`src/rtl/hazard_sched.sv`:
```
// Stall/flush scheduler for the 5-stage pipeline with MDU busy sequencing.
// Optional HAZARD_STALL_CNT_EN adds a saturating stall-cycle counter.
module hazard_sched #(
  parameter int MULT_LAT = 5,
  parameter int DIV_LAT  = 10,
  parameter int CNT_W    = 4
) (
  input  logic        clk,
  input  logic        reset,
  input  logic [4:0]  rsD,
  input  logic [4:0]  rtD,
  input  logic [1:0]  tuseRsD,
  input  logic [1:0]  tuseRtD,
  input  logic        isMdD,
  input  logic [4:0]  waE,
  input  logic [1:0]  tnewE,
  input  logic [4:0]  waM,
  input  logic [1:0]  tnewM,
  input  logic        startMultE,
  input  logic        startDivE,
  output logic        stall,
  output logic        enPC,
  output logic        enFD,
  output logic        flushDE,
  output logic        mdBusy,
  output logic        mdDone
`ifdef HAZARD_STALL_CNT_EN
  ,
  output logic [31:0] stallCnt
`endif
);

  typedef enum logic {IDLE, BUSY} state_t;

  state_t           state, state_n;
  logic [CNT_W-1:0] cnt, cnt_n;
  logic             busy_n, done_n;
  logic             stallRs, stallRt, stallMd;

  // Equal tnew/tuse is covered by forwarding, so only strict > stalls.
  always_comb begin
    stallRs = (rsD != 5'd0) &&
              ((rsD == waE && tnewE > tuseRsD) ||
               (rsD == waM && tnewM > tuseRsD));
    stallRt = (rtD != 5'd0) &&
              ((rtD == waE && tnewE > tuseRtD) ||
               (rtD == waM && tnewM > tuseRtD));
    stallMd = isMdD && (mdBusy || startMultE || startDivE);
    stall   = stallRs | stallRt | stallMd;
    enPC    = ~stall;
    enFD    = ~stall;
    flushDE = stall;
  end

  always_comb begin
    state_n = state;
    cnt_n   = cnt;
    unique case (state)
      IDLE: begin
        if (startDivE) begin
          state_n = BUSY;
          cnt_n   = CNT_W'(DIV_LAT);
        end else if (startMultE) begin
          state_n = BUSY;
          cnt_n   = CNT_W'(MULT_LAT);
        end
      end
      BUSY: begin
        // Starts here are illegal and deliberately ignored.
        if (cnt == CNT_W'(1)) begin
          state_n = IDLE;
          cnt_n   = '0;
        end else begin
          cnt_n = cnt - CNT_W'(1);
        end
      end
      default: begin
        state_n = IDLE;
        cnt_n   = '0;
      end
    endcase
    busy_n = (state_n == BUSY);
    done_n = busy_n && (cnt_n == CNT_W'(1));
  end

  always_ff @(posedge clk) begin
    if (!reset) begin
      state  <= IDLE;
      cnt    <= '0;
      mdBusy <= 1'b0;
      mdDone <= 1'b0;
    end else begin
      state  <= state_n;
      cnt    <= cnt_n;
      mdBusy <= busy_n;
      mdDone <= done_n;
    end
  end

`ifdef HAZARD_STALL_CNT_EN
  always_ff @(posedge clk) begin
    if (!reset)
      stallCnt <= '0;
    else if (stall && stallCnt != 32'hFFFF_FFFF)
      stallCnt <= stallCnt + 32'd1;
  end
`endif

endmodule
```
`config.mk`:
```
export PLATFORM = sky130hd
export DESIGN_NAME = hazard_sched
export DESIGN_NICKNAME = d
export VERILOG_FILES = /design/src/rtl/hazard_sched.sv
export SDC_FILE = /design/constraint.sdc
export NUM_CORES = 1
export LEC_CHECK = 0
export BUFFER_PORTS_ARGS = -buffer_cell sky130_fd_sc_hd__buf_2
export CORE_MARGIN = 5
export CORE_UTILIZATION = 40
export DETAILED_ROUTE_END_ITERATION = 10
export PLACE_DENSITY = 0.72
export SYNTH_ARGS = -nofsm -noshare
export SYNTH_HDL_FRONTEND = slang
export SYNTH_SLANG_ARGS = --single-unit
```
`constraint.sdc`:
```
create_clock -name clk -period 1.4 [get_ports clk]
set_input_delay 0.07 -clock clk [delete_from_list [all_inputs] [get_ports clk]]
set_output_delay 0.07 -clock clk [all_outputs]
set_load 0.02 [all_outputs]
```
# Word-level counts from Yosys, hierarchy flattened
# Index checks and enable logic that the tools add are counted.
# totals
register_bits	6
in_bits	33
wordCells	40
# classes
add_sub_neg	1
magnitude_cmp	4
eq_ne	6
n_mux	8
bitwise	4
n_reduce_logical	14
# ops
operator	count
== test 5 bit	4
two-way mux 4 bit	3
nonzero test 5 bit	2
== test 4 x 1 -> 1 bit, second input constant	2
> comparator 2 bit	4
logical AND 1 bit	8
one-hot mux 4 bit (2 select lines)	1
logical OR 1 bit	4
subtractor 4 x 1 -> 4 bit, second input constant	1
two-way mux 1 bit	3
inverter 1 bit	2
bitwise OR 1 bit	2
one-hot mux 1 bit (2 select lines)	1

# Longest topological paths before layout
# logic_depth
ltp_word	7
mapped_depth	8
depth_no_buf	7

# Worst setup path after synthesis
# OpenSTA, ideal clock, no wires.
# synth_path
path_type	input -> output
from	in tuseRtD[1]
to	out enPC
arrival_ns	1.377
required_ns	1.330
path_slack_ns	-0.047
path_stages	8
path_buffers	1
cell_sequence	inv_1 ha_1 nand2_1 nand4_1 nor4_1 o22ai_1 and3_1 buf_4
# synth_between
elab_chain_cells	7
# synth_lines
element	line	source
start: declaration	13	input logic [1:0] tuseRtD,
> comparator 2 bit (on tied branches)	46, 47	
logical AND 1 bit (on tied branches)	46, 47	
logical OR 1 bit *	46	((rtD == waE && tnewE > tuseRtD) ||
logical AND 1 bit *	45	stallRt = (rtD != 5'd0) &&
bitwise OR 1 bit * (2 in a row)	49	stall = stallRs | stallRt | stallMd;
inverter 1 bit *	--	
end: declaration	22	output logic enPC,
# Mark *: on every way between the ends. The rest lies on a longest branch, timed or not.

# Worst setup path in the final report
# layout_path
from	reg cnt[0]
to	reg cnt[3]
# layout_between
elab_chain_cells	3
# layout_lines
element	line	source
start: declaration	36	logic [CNT_W-1:0] cnt, cnt_n;
start signal: assignment	94	cnt <= cnt_n;
subtractor 4 x 1 -> 4 bit or == test 4 x 1 -> 1 bit (tied branches)	74, 70	
two-way mux 4 bit *	70	if (cnt == CNT_W'(1)) begin
one-hot mux 4 bit (2 select lines) *	58	unique case (state)
# Marks and branches as above.
# A chain may end at the register's enable or synchronous reset.

==> flow_metrics.py <==
metrics = {
    "floorplan": {
        "die_area_mm2": 0.00290,
        "dieWidth_um": 53.9,
        "ios": 39,
        "fp.dieH_um": 53.9,
        "core_mm2": 0.00178,
        "rows": 15,
        "start_util": 0.432,
    },
    "sta": {
        "worst_slew_pin_slew_ps": 295,
        "final.setup.tns_ps": -80.1,
        "rsz0062_at_grt": "yes",
        "fin_ws_ps": -36.2,
        "setup_viol": 3,
        "maxSlewHeadroom": 0.803,
        "hold_violations": 0,
        "fmax_mhz": 696,
        "period_share": 1.03,
        "skew_ps": 3.39,
        "slew_violations": 0,
        "period_needed_ps": 1440,
    },
    "clock_tree": {
        "cts_tree": "built",
        "numCtsBuffers": 3,
        "post_cts_buffers": 0,
        "clk_pin_slew_worst_paths_ps": 40,
        "clockRootBuffer": "clkbuf_4",
        "cts_max_level": 1,
        "clock_path_buffers": 2,
        "clk_latency_ps": 230,
        "cts_sinks": 6,
    },
    "yosys": {
        "synth_warnings": 0,
        "syn_area_per_cell_um2": 7.71,
        "post_synth_num_cell_types": 26,
        "syn-instance-count": 100,
        "yosys-top-cells-area": "ha_1 16%, dfxtp_1 16%, xnor2_1 15%, xor2_1 8.0%, o21ai_0 5.8%",
        "synth.net_count": 143,
        "synthesis.area_um2": 771,
        "ys_ff_latch": 6,
        "yosysTopAreaCell": "ha_1",
        "synth_top_area_frac": 0.162,
        "synth_seq_area_share": 0.156,
    },
    "layout": {
        "stdcell_count": 168,
        "fin_nets": 188,
        "areaGrowthSynthToFinish_pct": 57.8,
        "final_common_cell": "buf_2",
        "final_cell_mix": "30 x buf_2, 13 x xnor2_1, 8 x buf_6",
        "final_util": 0.682,
        "n_fill_cell": 151,
        "antennaDiodeCount": 0,
        "drive_above_1_share": 0.483,
    },
    "global_routing": {
        "antenna_found_initial": 0,
        "grt_max_degree": 8,
        "grt_pass1_vias": 783,
        "track_usage": 0.157,
        "grt-ovfl-total": 0,
        "grt_pass1_wl_um": 3270,
    },
    "placement": {
        "portBuffers": 38,
        "dp_cells": 165,
        "place_ws_ps": -190,
        "gp_congestion": 0.901,
        "dp_hpwl_um": 1760,
    },
    "power": {
        "powerDensity_mw_per_mm2": 631,
        "ir_worst_vdd_v": 0.000416,
        "p_leak_nw": 0.517,
    },
    "route": {
        "postRouteWirelength_um": 2300,
        "dr_total_vias": 814,
        "vias_per_cell": 4.85,
        "wl_per_cell_um": 13.7,
        "drt_iter0_markers": 10,
        "drc": 0,
        "first_pass_iters": 4,
        "antenna_left": 0,
    },
    "hold_path": {
        "hold_class": "primary input to flip-flop",
    },
    "worst_setup_path": {
        "critPathRequiredTime_ps": 1530,
        "slowest_delay_ps": 360,
        "crit_type": "flip-flop to flip-flop",
        "cp_max_fo": 4,
        "cp-end-kind": "flip-flop",
        "crit_chain": "or3_1, nor2_1, a21oi_1, a221o_1, and2_1",
        "critPathArrivalTime_ps": 1570,
        "cp_slowest_cell": "or3_1",
        "critical_path.startpoint_type": "flip-flop",
    },
    "outcome": {
        "violations": "setup timing",
        "status": "finished, violations left",
    },
    "run": {
        "maxCapViolCount": 0,
    },
}
final cells by class:
cell class	count	area (um2)	area share
clock buffers	3	22.5	0.0185
inverters	10	42.5	0.0350
flip-flops and latches	6	123	0.101
well taps	25	31.3	0.0257
repair buffers	42	270	0.222
multi-input cells	82	727	0.598
cells in the mapped netlist:
master and number:
a2111oi_0 1, a21oi_1 5, a221o_1 1, and2_1 4, and3_1 1, buf_4 2, dfxtp_1 6, ha_1 10
inv_1 10, nand2_1 5, nand2b_1 1, nand3_1 3, nand4_1 3, nor2_1 3, nor2b_1 4, nor3_1 1
nor3_2 1, nor4_1 3, o21ai_0 9, o21bai_1 1, o22ai_1 2, o31ai_1 1, or3_1 1, or4_1 2
xnor2_1 13, xor2_1 7
cells by family (layout without fill, tap and decap cells):
logic type               Yosys count  count (layout)  share of synthesized area
buffers and inverters             12              55                     0.0682
XOR/XNOR                          20              20                      0.227
AO/OA/AOI/OAI                     20              20                      0.151
AND/OR/NAND/NOR                   32              32                      0.235
adder cells (fa/ha/maj)           10              10                      0.162
flip-flops                         6               6                      0.156
sequential cells by signal (all words and copies together) (netlist names):
name,count
mdDone,1
state,1
cnt,4
power by group:
| part | internal, W | switching [W] | total, W |
|---|---|---|---|
| combinational | 0.000205 | 0.000209 | 0.000414 |
| clock | 0.0000964 | 0.0000538 | 0.000150 |
| sequential | 0.000190 | 0.0000137 | 0.000204 |
worst paths after layout:
kind                            startpoint  cells past startpoint  slack (ps)      to
worst max-delay path                cnt[0]                      5         -40  cnt[3]
worst min register to register      cnt[3]                      2         650  mdDone
worst max register to register      cnt[0]                      5         -40  cnt[3]
worst min-delay path                 reset                      2         100   state
what timing repair did:
| action | in CTS | in global routing |
|---|---|---|
| setup endpoints to repair | 5 | 7 |
| pin swaps | 9 | 13 |
| gates resized for setup | 18 | 25 |
| endpoints found under the hold margin | 0 | 0 |
| hold buffers | 0 | 0 |
stage by stage:
| step | hold slack, ps | cell area [um2] | total power [W] |
|---|---|---|---|
| after floorplan | 192 | 772 | 0.000399 |
| after global placement | 336 | 1010 | 0.000522 |
| after detailed placement | 340 | 1010 | 0.000530 |
| after CTS | 92.7 | 1090 | 0.000715 |
| after global routing | 121 | 1220 | 0.000826 |
| final | 97.9 | 1220 | 0.000768 |
layer usage:
metal,up-vias,GRT usage,wire [um]
li1,436,-,-
met3,2,0.0166,80
met4,0,0.0255,27
met5,-,0,0
met2,19,0.308,1230
met1,357,0.179,965
critical path: cells and delay by family (launching register included):
kind               cells  cell delay [ps]
and+or+nand+nor        3              630
AOI/OAI and AO/OA      2              380
DFF                    1              330
(Power assumes the default switching activity.)
